--- src/rtl/seq_detect_if.sv ---
// Bus bundle between the serial requesters / config master and the shared
// pattern-detector scheduler.
interface seq_detect_if #(
   parameter int unsigned NUM_CH = 4,
   parameter int unsigned PAT_W  = 4
);
   localparam int unsigned CH_W = (NUM_CH > 1) ? $clog2(NUM_CH) : 1;

   logic [NUM_CH-1:0] req;
   logic [NUM_CH-1:0] din;
   logic [NUM_CH-1:0] gnt;
   logic              cfg_valid;
   logic [PAT_W-1:0]  cfg_pattern;
   logic              cfg_ready;
   logic              match_valid;
   logic [CH_W-1:0]   match_ch;
   logic [15:0]       match_count;

   modport master (
      output req, din, cfg_valid, cfg_pattern,
      input  gnt, cfg_ready, match_valid, match_ch, match_count
   );

   modport slave (
      input  req, din, cfg_valid, cfg_pattern,
      output gnt, cfg_ready, match_valid, match_ch, match_count
   );
endinterface

--- src/rtl/seq_detect_scheduler.sv ---
// One programmable serial-pattern detector time-shared among NUM_CH bit-serial
// requesters by a round-robin arbiter; each channel keeps a private history.
module seq_detect_scheduler #(
   parameter int unsigned      NUM_CH      = 4,
   parameter int unsigned      PAT_W       = 4,
   parameter logic [PAT_W-1:0] DEFAULT_PAT = PAT_W'(4'b1010)
) (
   input  logic        clk,
   input  logic        reset,
   seq_detect_if.slave bus
);
   localparam int unsigned CH_W   = (NUM_CH > 1) ? $clog2(NUM_CH) : 1;
   localparam int unsigned FILL_W = $clog2(PAT_W + 1);
   localparam int unsigned CNT_W  = 16;

   typedef enum logic {
      ST_RUN = 1'b0,
      ST_CFG = 1'b1
   } state_e;

   state_e             state_q, state_d;
   logic [CH_W-1:0]    ptr_q, ptr_d;
   logic [PAT_W-1:0]   pat_q, pat_d;
   logic [PAT_W-1:0]   hist_q [NUM_CH];
   logic [PAT_W-1:0]   hist_d [NUM_CH];
   logic [FILL_W-1:0]  fill_q [NUM_CH];
   logic [FILL_W-1:0]  fill_d [NUM_CH];
   logic               match_valid_q, match_valid_d;
   logic [CH_W-1:0]    match_ch_q, match_ch_d;
   logic [CNT_W-1:0]   match_count_q, match_count_d;

   logic [NUM_CH-1:0]  gnt_c;
   logic               cfg_ready_c;
   logic               found_c;
   logic [CH_W-1:0]    sel_c;
   logic [CH_W-1:0]    cand_c;
   logic [PAT_W-1:0]   shifted_c;
   logic               hit_c;

   // Round-robin search: first requester at or after ptr, wrapping around.
   always_comb begin
      found_c = 1'b0;
      sel_c   = '0;
      cand_c  = '0;
      for (int unsigned off = 0; off < NUM_CH; off++) begin
         cand_c = CH_W'((32'(ptr_q) + off) % NUM_CH);
         if (!found_c && bus.req[cand_c]) begin
            found_c = 1'b1;
            sel_c   = cand_c;
         end
      end
   end

   // Next-state, grant/ready outputs and datapath updates for the granted channel.
   always_comb begin
      state_d       = state_q;
      ptr_d         = ptr_q;
      pat_d         = pat_q;
      hist_d        = hist_q;
      fill_d        = fill_q;
      match_valid_d = 1'b0;
      match_ch_d    = match_ch_q;
      match_count_d = match_count_q;
      gnt_c         = '0;
      cfg_ready_c   = 1'b0;
      shifted_c     = {hist_q[sel_c][PAT_W-2:0], bus.din[sel_c]};
      hit_c         = 1'b0;

      if (!reset) begin
         case (state_q)
            ST_RUN: begin
               cfg_ready_c = 1'b1;
               if (bus.cfg_valid) begin
                  // Config wins over requests: no grant, wipe all channel state.
                  state_d       = ST_CFG;
                  pat_d         = bus.cfg_pattern;
                  match_count_d = '0;
                  for (int i = 0; i < NUM_CH; i++) begin
                     hist_d[i] = '0;
                     fill_d[i] = '0;
                  end
               end else if (found_c) begin
                  gnt_c[sel_c] = 1'b1;
                  ptr_d        = (sel_c == CH_W'(NUM_CH - 1)) ? '0 : sel_c + CH_W'(1);
                  hist_d[sel_c] = shifted_c;
                  if (fill_q[sel_c] != FILL_W'(PAT_W)) begin
                     fill_d[sel_c] = fill_q[sel_c] + FILL_W'(1);
                  end
                  // Fill guard: a match needs PAT_W real bits, counting this one.
                  hit_c = (shifted_c == pat_q) && (fill_q[sel_c] >= FILL_W'(PAT_W - 1));
                  if (hit_c) begin
                     match_valid_d = 1'b1;
                     match_ch_d    = sel_c;
                     if (match_count_q != {CNT_W{1'b1}}) begin
                        match_count_d = match_count_q + CNT_W'(1);
                     end
                  end
               end
            end
            ST_CFG: begin
               state_d = ST_RUN;
            end
            default: begin
               state_d = ST_RUN;
            end
         endcase
      end
   end

   // FSM state register.
   always_ff @(posedge clk) begin
      if (reset) begin
         state_q <= ST_RUN;
      end else begin
         state_q <= state_d;
      end
   end

   // Datapath registers: pointer, pattern, per-channel history/fill, match reporting.
   always_ff @(posedge clk) begin
      if (reset) begin
         ptr_q         <= '0;
         pat_q         <= DEFAULT_PAT;
         for (int i = 0; i < NUM_CH; i++) begin
            hist_q[i] <= '0;
            fill_q[i] <= '0;
         end
         match_valid_q <= 1'b0;
         match_ch_q    <= '0;
         match_count_q <= '0;
      end else begin
         ptr_q         <= ptr_d;
         pat_q         <= pat_d;
         hist_q        <= hist_d;
         fill_q        <= fill_d;
         match_valid_q <= match_valid_d;
         match_ch_q    <= match_ch_d;
         match_count_q <= match_count_d;
      end
   end

   assign bus.gnt         = gnt_c;
   assign bus.cfg_ready   = cfg_ready_c;
   assign bus.match_valid = match_valid_q;
   assign bus.match_ch    = match_ch_q;
   assign bus.match_count = match_count_q;

endmodule

--- src/flat_wrapper.sv ---
// flat-port wrapper written by rule: the top's interface ports become plain ports
module seq_detect_scheduler_flat 
#(
   parameter int unsigned      NUM_CH      = 4,
   parameter int unsigned      PAT_W       = 4,
   parameter logic [PAT_W-1:0] DEFAULT_PAT = PAT_W'(4'b1010)
)
  (clk, reset, bus_req, bus_din, bus_cfg_valid, bus_cfg_pattern, bus_gnt, bus_cfg_ready, bus_match_valid, bus_match_ch, bus_match_count);
  seq_detect_if #(.NUM_CH(NUM_CH), .PAT_W(PAT_W)) bus_i ();
  input  logic clk;
  input  logic reset;
  input wire logic [$bits(bus_i.req)-1:0] bus_req;
  input wire logic [$bits(bus_i.din)-1:0] bus_din;
  input wire logic [$bits(bus_i.cfg_valid)-1:0] bus_cfg_valid;
  input wire logic [$bits(bus_i.cfg_pattern)-1:0] bus_cfg_pattern;
  output wire logic [$bits(bus_i.gnt)-1:0] bus_gnt;
  output wire logic [$bits(bus_i.cfg_ready)-1:0] bus_cfg_ready;
  output wire logic [$bits(bus_i.match_valid)-1:0] bus_match_valid;
  output wire logic [$bits(bus_i.match_ch)-1:0] bus_match_ch;
  output wire logic [$bits(bus_i.match_count)-1:0] bus_match_count;
  assign bus_i.req = bus_req;
  assign bus_i.din = bus_din;
  assign bus_i.cfg_valid = bus_cfg_valid;
  assign bus_i.cfg_pattern = bus_cfg_pattern;
  assign bus_gnt = bus_i.gnt;
  assign bus_cfg_ready = bus_i.cfg_ready;
  assign bus_match_valid = bus_i.match_valid;
  assign bus_match_ch = bus_i.match_ch;
  assign bus_match_count = bus_i.match_count;
  seq_detect_scheduler #(.NUM_CH(NUM_CH), .PAT_W(PAT_W), .DEFAULT_PAT(DEFAULT_PAT)) u_core (.clk(clk), .reset(reset), .bus(bus_i));
endmodule
--- config.mk ---
export PLATFORM = sky130hd
export DESIGN_NAME = seq_detect_scheduler_flat
export DESIGN_NICKNAME = d
export VERILOG_FILES = /design/src/rtl/seq_detect_if.sv /design/src/rtl/seq_detect_scheduler.sv /design/src/flat_wrapper.sv
export SDC_FILE = /design/constraint.sdc
export NUM_CORES = 1
export LEC_CHECK = 0
export ABC_AREA = 1
export BUFFER_PORTS_ARGS = -buffer_cell sky130_fd_sc_hd__buf_2
export CAP_MARGIN = 20
export CORE_ASPECT_RATIO = 0.8
export CORE_UTILIZATION = 30
export CTS_CLUSTER_DIAMETER = 40
export CTS_CLUSTER_SIZE = 12
export DETAILED_ROUTE_END_ITERATION = 8
export GPL_ROUTABILITY_DRIVEN = 0
export SLEW_MARGIN = 0
export SYNTH_ARGS = -nofsm -noshare
export SYNTH_HDL_FRONTEND = slang
export SYNTH_SLANG_ARGS = --single-unit
--- constraint.sdc ---
create_clock -name clk -period 2.8 [get_ports clk]
set_clock_uncertainty 0.1 [all_clocks]
set_input_delay 0.14 -clock clk [delete_from_list [all_inputs] [get_ports clk]]
set_output_delay 0.14 -clock clk [all_outputs]
set_load 0.005 [all_outputs]
# Word level (Yosys, flattened, before mapping)
# Cells that the tools add are included.
classes:
  mux: 51
  order_cmp: 9
  n_reduce_logical: 20
  n_addsub: 6
  n_bitwise: 4
  n_mul: 0
  n_shift: 0
  n_eq_ne: 4
  n_div: 0
op_table:
  columns: ["cell", "n"]
  rows:
  - ["16-bit two-way mux", 6]
  - ["12-bit two-way mux", 3]
  - ["4-bit two-way mux", 5]
  - ["16-bit by 1-bit adder with 16-bit output (second input constant)", 1]
  - ["16-bit bitwise mux", 1]
  - ["16-bit inequality test (second input constant)", 1]
  - ["2-bit by 3-bit < comparator with 1-bit output (second input constant)", 5]
  - ["3-bit two-way mux", 5]
  - ["1-bit two-way mux", 14]
  - ["12-bit bitwise mux", 1]
  - ["1-bit binary-select mux with 2-bit select", 5]
  - ["2-bit two-way mux", 5]
  - ["4-bit binary-select mux with 2-bit select", 1]
  - ["4-bit demux with 2-bit select", 1]
  - ["4-bit AND reduction", 2]
  - ["2-bit nonzero test", 4]
  - ["3-bit binary-select mux with 2-bit select", 1]
  - ["3-bit demux with 2-bit select", 1]
  - ["1-bit logical AND", 6]
  - ["3-bit AND reduction", 2]
  - ["2-bit by 1-bit adder with 2-bit output (second input constant)", 2]
  - ["2-bit adder (second input constant)", 2]
  - ["4-bit equality test", 1]
  - ["2-bit AND reduction", 2]
  - ["other kinds (13)", 17]
word_totals:
  latch_bits: 0
  n_memories: 0
  output_inout_bits: 24
  rom_bits: 0
  ram_bits: 0
  reg_bits: 54

# Longest topological paths before layout
# Gate-level depths: netlist of the first run.
depth:
  depth_word: 21
  depth_mapped: 26

# Least setup slack after synthesis of the first run
# No wires, ideal clock.
synth_timing:
  kind: "reg-to-reg"
  startpoint: "register u_core.ptr_q[0]"
  endpoint: "register u_core.match_count_q[10], in the netlist u_core.bus.match_count[10]"
  path_stages_with_launch: 23
  required_ps: 2587
  arrival_ps: 2537
  slack_ps: 50
  period_less_slack_ps: 2750
  setup_time_ps: 113
  path_cell_list: "dfxtp_1 -> buf_6 -> nand2_1 -> nand3_2 -> nand2_4 -> inv_1 -> nand3_2 -> buf_2 -> nand4_1 -> nand3_1 -> nand2_2 -> inv_2 -> ha_1 -> ha_1 -> inv_1 -> nand2_1 -> nor2_2 -> nor2_4 -> nand3_4 -> nand2_4 -> buf_6 -> nor2_1 -> nor2_1"
synth_between:
  elab_chain_cells: 20
synth_rtl:
  columns: ["element", "line", "rtl"]
  rows:
  - ["from (decl)", "seq_detect_scheduler.sv:22", "logic [CH_W-1:0] ptr_q, ptr_d;"]
  - ["from (signal assigned)", "seq_detect_scheduler.sv:132", "ptr_q <= ptr_d;"]
  - ["parallel branches: the longest is 19 deep, another holds 2-bit by 1-bit adder with 2-bit output", null, null]
  - ["4-bit AND reduction (no line) *", null, null]
  - ["to (signal assigned)", "seq_detect_scheduler.sv:138", "match_count_q <= match_count_d;"]
  - ["to (decl)", "seq_detect_scheduler.sv:30", "logic [CNT_W-1:0] match_count_q, match_count_d;"]
# Mark *: on every way between the ends. The select of a mux whose other input is x is not followed.
# A chain may end at the register's enable or synchronous reset.

# Worst setup path in the final report of the first run
layout_timing:
  startpoint: "register u_core.match_count_q[1], in the netlist u_core.bus.match_count[1]"
  endpoint: "register u_core.match_count_q[2], in the netlist u_core.bus.match_count[2]"
layout_between:
  elab_chain_cells: 5
layout_rtl:
  columns: ["element", "line", "rtl"]
  rows:
  - ["16-bit by 1-bit adder with 16-bit output", "seq_detect_scheduler.sv:95", "match_count_d = match_count_q + CNT_W'(1);"]
  - ["16-bit two-way mux", "seq_detect_scheduler.sv:94", "if (match_count_q != {CNT_W{1'b1}}) begin"]
  - ["16-bit two-way mux", "seq_detect_scheduler.sv:91", "if (hit_c) begin"]
  - ["16-bit two-way mux", "seq_detect_scheduler.sv:82", "end else if (found_c) begin"]
  - ["16-bit two-way mux", "seq_detect_scheduler.sv:73", "if (bus.cfg_valid) begin"]
# Parallel ways exist; a longest one is shown, timed or not. The select of a mux whose other input is x is not followed.

==> metrics.md, run 1 <==
| Metric | Value |
|---|---|
| Max Transition Viols Final | 0 |
| CP startpoint kind | flip-flop |
| Worst slew pin tran | 0.580 ns |
| Top routing layer in use | met4 |
| Worst min path class | input port to flip-flop |
| Synth Instances | 512 |
| WHS Path Cells | 3 |
| Total CTS buffers | 5 |
| Post-synth top area cell | dfxtp_1 |
| Fin util | 42.2% |
| Initial drt markers | 240 |
| Cell area after placement | 3760 um2 |
| Reg-to-Reg Start | u_core.bus.match_count[1]$_SDFFE_PP0P_ |
| Clock Tree Buf Depth | 2 |
| Die height | 95.8 um |
| Syn nets | 535 |
| Met3 wire len | 365 um |
| First-pass GRT wire length | 15600 um |
| Total track usage | 17.0% |
| Commonest non-fill, non-tap cells in the layout | nand2_1, inv_1, dfxtp_1 |
| Final setup fails | 0 |
| CTS tree | done |
| PD cells | 790 nW/um2 |
| Status | completed |
| Peak VDD IR | 0.350 mV |
| Layout cell share with drive strength beyond 1 | 33.2% |
| Worst path arrival time | 2.93 ns |
| Die area | 11400 um2 |
| Area growth from synthesis to layout | 34.1% |
| Ant. Diodes | 0 |
| DR WL/cell | 13.3 um |
| Routed wire length | 9680 um |
| Vias | 3570 |
| Commonest non-fill, non-tap cell in the layout | nand2_1 |
| Vias in the first global route | 3252 |
| Hpwl dp | 6830 um |
| WL met1 | 4730 um |
| Grt ovf | 0 |
| Row Count | 33 |
| Fin Setup TNS | 0 ns |
| Number of max-cap violations | 0 |
| Period utilisation layout | 100% |
| R2R setup slack | 0.0009 ns |
| Synth unique cells | 39 |
| Worst EP required | 2.93 ns |
| Clock Sinks | 50 |
| Worst reg2reg path depth | 22 |
| Total power | 3.50 mW |
| Antenna violations before repair | 0 |
| Clock transition at path regs | 0.07 ns |
| RSZ-0062 raised after global routing | yes |
| Core ar. | 10500 um2 |
| Largest net degree at the start of global routing | 28 |
| Drt pass-1 iters | 5 |
| End of the worst hold path | u_core.pat_q[2]$_SDFFE_PP0P_ |
| Area of the mapped netlist | 3300 um2 |
| Fin crit period | 2.80 ns |
| Htree depth | 2 |
| Rel. slew slack | 61.3% |
| Yosys reg bits | 50 |
| Synth warnings | 0 |
| Post-synth top area share | 30.3% |
| PortBufs | 38 |
| Die Wd | 119 um |
| # IOs | 39 |
| Final #Nets | 609 |
| Design Area, Final | 4430 um2 |
| Clk Latency, worst-skew pair | 0.29 ns |
| Initial core utilization | 31.5% |
| Largest cells by area after synthesis | dfxtp_1, nand2_1, nand3_1 |
| R2R Path End | u_core.bus.match_count[2]$_SDFFE_PP0P_ |
| DR vias/cell | 4.91 |
| Root buffer cell | clkbuf_16 |
| Crit path capture type | flip-flop |
| Crit Path Class | flip-flop to flip-flop |
| Avg Synthesized Cell Area | 6.44 um2 |
| DRC | 0 |
| Metal2 WL | 4450 um |
| Sequential fraction of the synthesis area | 30.3% |
| Antenna Nets Post-Route | 0 |
| Maximum net fanout on the critical path | 8 |
| Hold Vio Cnt, Final | 0 |
| FMAX | 357 MHz |
| Worst hold path startpoint | bus_cfg_pattern[2] |
| Static leakage | 2.07 nW |
-- flip-flops by register name, indices dropped and copies added, names as in the netlist --
| name | count |
|---|---|
| u_core.bus.match_ch | 2 |
| u_core.bus.match_count | 16 |
| u_core.bus.match_valid | 1 |
| u_core.hist_q | 12 |
| u_core.state_q | 1 |
| u_core.fill_q | 12 |
| u_core.pat_q | 4 |
| u_core.ptr_q | 2 |
-- per-stage QoR --
step	hold slack, ns	setup WS, ns	instances
2_1_floorplan	0.166	0.0503	512
3_3_place_gp	0.271	-0.0524	699
3_5_place_dp	0.271	-0.133	699
4_1_cts	0.0345	0.00385	720
5_1_grt	0.0425	-0.226	727
6_report	0.0347	0.000852	727
-- power by group --
part | total [mW] | switching [mW] | internal, mW
logic | 2.02 | 1.24 | 0.777
registers | 0.855 | 0.0643 | 0.791
clock network | 0.622 | 0.267 | 0.355
-- cells in the mapped netlist, drive strengths merged --
library cell / instances
clkbuf: 7
nor3b: 1
dfxtp: 50
a31oi: 1
ha: 8
buf: 11
o31ai: 1
nand3: 56
o22ai: 4
nand4: 17
clkinv: 2
or2: 1
nor4: 1
a21boi: 1
nand3b: 1
nor3: 3
nand2: 187
o211ai: 2
xor2: 3
o21ai: 9
o32ai: 8
inv: 62
a21oi: 28
nor2: 48
-- worst max-delay path: stages (launching register included) --
cell and delay (ns):
dfxtp_2 0.36, ha_4 0.15, nand3_2 0.09, nor2_2 0.15, nand2_2 0.07, nor2_2 0.16, nand2_2 0.08, nor2_1 0.09
inv_1 0.07, nor2_2 0.15, nand2_1 0.08, nor2_2 0.11, nand2_1 0.09, nor2_2 0.17, nand3_2 0.11, nand2_2 0.08
inv_2 0.04, nand3_4 0.14, buf_12 0.14, nand2_8 0.07, nand2_2 0.09, nand2_1 0.05, nor2_1 0.10
-- cell type report --
| cell class | instances | area, um2 |
|---|---|---|
| clock buffer | 7 | 143 |
| tap | 140 | 175 |
| fill | 1085 | 6060 |
| timing repair buffer | 84 | 608 |
| sequential | 50 | 1010 |
| clock inverter | 1 | 5.00 |
| multi-input combinational | 381 | 2230 |
| inverter | 64 | 253 |
-- per-layer routing --
layer / vias to the layer above / GRT usage [%]
met5: - / 0
met4: 0 / 4.75
met2: 89 / 27.5
met3: 14 / 2.01
li1: 1808 / -
met1: 1659 / 23.9
-- how the worst max path moves through the flow --
stage,start,to,slack [ns],depth (start not counted)
after detailed placement,u_core.ptr_q[0]$_SDFFE_PP0P_,u_core.bus.match_ch[0]$_SDFFE_PP0P_,-0.13,21
after floorplan,u_core.ptr_q[0]$_SDFFE_PP0P_,u_core.bus.match_count[10]$_SDFFE_PP0P_,0.05,22
after global placement,u_core.ptr_q[0]$_SDFFE_PP0P_,u_core.bus.match_ch[0]$_SDFFE_PP0P_,-0.05,20
after global routing,u_core.bus.match_count[1]$_SDFFE_PP0P_,u_core.bus.match_count[2]$_SDFFE_PP0P_,-0.23,22
final,u_core.bus.match_count[1]$_SDFFE_PP0P_,u_core.bus.match_count[2]$_SDFFE_PP0P_,0.0009,22
after CTS,u_core.ptr_q[0]$_SDFFE_PP0P_,u_core.bus.match_count[12]$_SDFFE_PP0P_,0.004,23
-- what timing repair did --
action / CTS / global route
endpoints found under the setup margin: 22 / 35
gates resized for setup: 31 / 68
endpoints found under the hold margin: 2 / 0
pin swaps: 20 / 37
gates cloned: 2 / 0
setup buffers: 9 / 8
hold buffers: 2 / 0
-- cell families after synthesis --
family / after synthesis / share of synthesized area, %
and+or+nand+nor: 315 / 45.1
buffers and inverters: 82 / 11.1
AOI/OAI and AO/OA: 54 / 9.59
DFF: 50 / 30.3
adders and majority gates: 8 / 3.03
xor gates and xnor gates: 3 / 0.797
Note: power is estimated with default switching activity, not from simulation.
==> run 2: changes to the inputs <==
--- a/config.mk
+++ b/config.mk
@@ -14,6 +14,7 @@
 export CTS_CLUSTER_SIZE = 12
 export DETAILED_ROUTE_END_ITERATION = 8
 export GPL_ROUTABILITY_DRIVEN = 0
+export PLACE_DENSITY = 0.51
 export SLEW_MARGIN = 0
 export SYNTH_ARGS = -nofsm -noshare
 export SYNTH_HDL_FRONTEND = slang
==> run 2 against run 1 <==
  * The flow now finishes with violations (negative setup slack)
  * Largest power group unchanged
  * Sequential cell count unchanged
  * Register-to-register slack about the same
  * Non-clock buffer count increased by 22
  * Final cell count increased by 2.9%
  * Worst setup slack got worse by 0.011 ns
  * Combinational power increased by 13%
  * Sequential share of layout area decreased by 1.2 points
  * Worst hold slack improved by 0.016 ns
  * Via count decreased by 0.31%
  * Die area unchanged
  * Critical path depth increased by 2
==> metrics.md, run 2 (synthesized netlist as in run 1, its figures left out) <==
| Metric | Value |
|---|---|
| Status | finished with violations |
| Failing checks | negative setup slack |
| Largest net degree at the start of global routing | 29 |
| Non-Filler Instances | 748 |
| Area growth from synthesis to layout | 41.3% |
| Dpl cells | 717 |
| Initial core utilization | 31.5% |
| Max reg flops | 16 |
| PortBufs | 38 |
| Total CTS buffers | 5 |
| WHS Path Cells | 3 |
| Vias | 3559 |
| Commonest non-fill, non-tap cell in the layout | nand2_1 |
| Antenna violations before repair | 0 |
| Hold Vio Cnt, Final | 0 |
| Worst min path class | input port to flip-flop |
| Final setup fails | 3 |
| Root buffer cell | clkbuf_16 |
| Hpwl dp | 7200 um |
| First-pass GRT wire length | 15900 um |
| Layout cell share with drive strength beyond 1 | 38.0% |
| Max Transition Viols Final | 0 |
| Crit Path Class | flip-flop to flip-flop |
| Clock Sinks | 50 |
| Worst path max stage delay | 0.38 ns |
| Commonest non-fill, non-tap cells in the layout | nand2_1, buf_4, inv_1 |
| Fin crit period | 2.81 ns |
| Worst hold path startpoint | bus_cfg_pattern[0] |
| Clock transition at path regs | 0.07 ns |
| Peak VDD IR | 0.384 mV |
| DRC | 0 |
| Worst slew pin tran | 0.612 ns |
| Grt ovf | 0 |
| Final WS setup | -0.00977 ns |
| # IOs | 39 |
| Number of max-cap violations | 0 |
| Worst reg2reg path depth | 24 |
| Crit-path cells | buf_6, nand2_1, nand2_2, nand2_2, nand2_2, nand2_2, nand2_2, nand2_4, buf_6, nand4_1, nand2_1, nand2_1, nand2_2, ha_4, ha_4, inv_2, nand2_2, nor2_4, nor2_4, nand3_4, buf_6, nand2_2, nand2_1, a21oi_2 |
| CP max-delay cell | dfxtp_4 |
| Maximum net fanout on the critical path | 6 |
| Rel. slew slack | 59.2% |
| Ant. Diodes | 0 |
| Die height | 95.8 um |
| Die area | 11400 um2 |
| Static leakage | 2.20 nW |
| Row Count | 33 |
| # fillers | 1093 |
| Cell mode on critical path | nand2_2 |
| CTS tree | done |
| Fin Setup TNS | -0.0149 ns |
| CP startpoint kind | flip-flop |
| FMAX | 356 MHz |
| Reg-to-Reg Start | u_core.ptr_q[0]$_SDFFE_PP0P_ |
| Period utilisation layout | 100% |
| Worst path arrival time | 2.94 ns |
| Total track usage | 17.6% |
| Core ar. | 10500 um2 |
| R2R Path End | u_core.bus.match_count[0]$_SDFFE_PP0P_ |
| Initial drt markers | 204 |
| DR WL/cell | 13.5 um |
| Die Wd | 119 um |
| Routed wire length | 10100 um |
| Clock Tree Buf Depth | 2 |
| Worst EP required | 2.93 ns |
| Clk Latency, worst-skew pair | 0.30 ns |
| DR vias/cell | 4.76 |
| Final #Nets | 630 |
| RSZ-0062 raised after global routing | yes |
| Fin util | 44.5% |
| Crit path capture type | flip-flop |
| PD cells | 833 nW/um2 |
| R2R setup slack | -0.01 ns |
| Drt pass-1 iters | 4 |
| Htree depth | 2 |
| Vias in the first global route | 3259 |
| End of the worst hold path | u_core.pat_q[0]$_SDFFE_PP0P_ |
| Antenna Nets Post-Route | 0 |
run 2: changes by cell type in the layout (fill, tap and decap cells not counted), sizes merged:
cell	before	now
clkinv	3	2
bufinv	0	1
nand2	188	187
inv	62	63
buf	82	103
run 2: repair_timing:
item / in CTS / in global routing
endpoints found under the setup margin: 20 / 35
gates cloned: 0 / 1
buffers inserted: 7 / 13
pin swaps: 0 / 41
endpoints found under the hold margin: 2 / 0
resized for setup: 30 / 90
hold buffers: 2 / 0
run 2: area by class of cell:
| class | instances | area (um2) | share of cell area (%) |
|---|---|---|---|
| clock buffer | 6 | 139 | 2.98 |
| clock inverter | 2 | 38.8 | 0.832 |
| inverter | 64 | 250 | 5.37 |
| multi-input combinational | 380 | 2260 | 48.6 |
| sequential | 50 | 1010 | 21.7 |
| tap | 140 | 175 | 3.76 |
| timing repair buffer | 106 | 785 | 16.8 |
run 2: how the worst max path moves through the flow:
stage | slack [ns] | endpoint | depth (start not counted) | start
floorplan | 0.05 | u_core.bus.match_count[10]$_SDFFE_PP0P_ | 22 | u_core.ptr_q[0]$_SDFFE_PP0P_
global placement | -0.04 | u_core.bus.match_ch[0]$_SDFFE_PP0P_ | 21 | u_core.ptr_q[1]$_SDFFE_PP0P_
detailed placement | -0.12 | u_core.bus.match_count[11]$_SDFFE_PP0P_ | 23 | u_core.ptr_q[0]$_SDFFE_PP0P_
CTS | -0.003 | u_core.bus.match_count[5]$_SDFFE_PP0P_ | 23 | u_core.ptr_q[0]$_SDFFE_PP0P_
global route | -0.22 | u_core.bus.match_count[8]$_SDFFE_PP0P_ | 24 | u_core.ptr_q[0]$_SDFFE_PP0P_
finish | -0.01 | u_core.bus.match_count[0]$_SDFFE_PP0P_ | 24 | u_core.ptr_q[0]$_SDFFE_PP0P_
run 2: where the power goes:
| part | switching, mW | internal, mW |
|---|---|---|
| combinational | 1.34 | 0.954 |
| sequential | 0.0687 | 0.791 |
| clock | 0.285 | 0.450 |
| total | 1.69 | 2.19 |
run 2: routing by layer:
metal / vias up / track usage [%] / wire length, um
met5: - / 0 / 0
met4: 0 / 3.90 / 40
met3: 4 / 2.96 / 378
met2: 62 / 28.4 / 4690
met1: 1650 / 24.6 / 5000
li1: 1843 / - / -
run 2: critical path, delay by kind of cell, from the launching register on:
family,cells,cell delay [ns]
AOI/OAI and AO/OA,1,0.12
and+or+nand+nor,17,1.39
adders and majority gates,2,0.28
buffers and inverters,4,0.45
DFF,1,0.38
run 2: metrics by stage:
stage	hold WS (ns)	setup WS [ns]	total power [mW]	instance area [um2]
detailed placement	0.271	-0.119	2.62	3890
global route	0.0718	-0.219	4.17	4660
CTS	0.0438	-0.00326	3.51	4240
finish	0.0510	-0.00977	3.88	4660
global placement	0.261	-0.0444	2.62	3890
floorplan	0.166	0.0503	2.07	3300
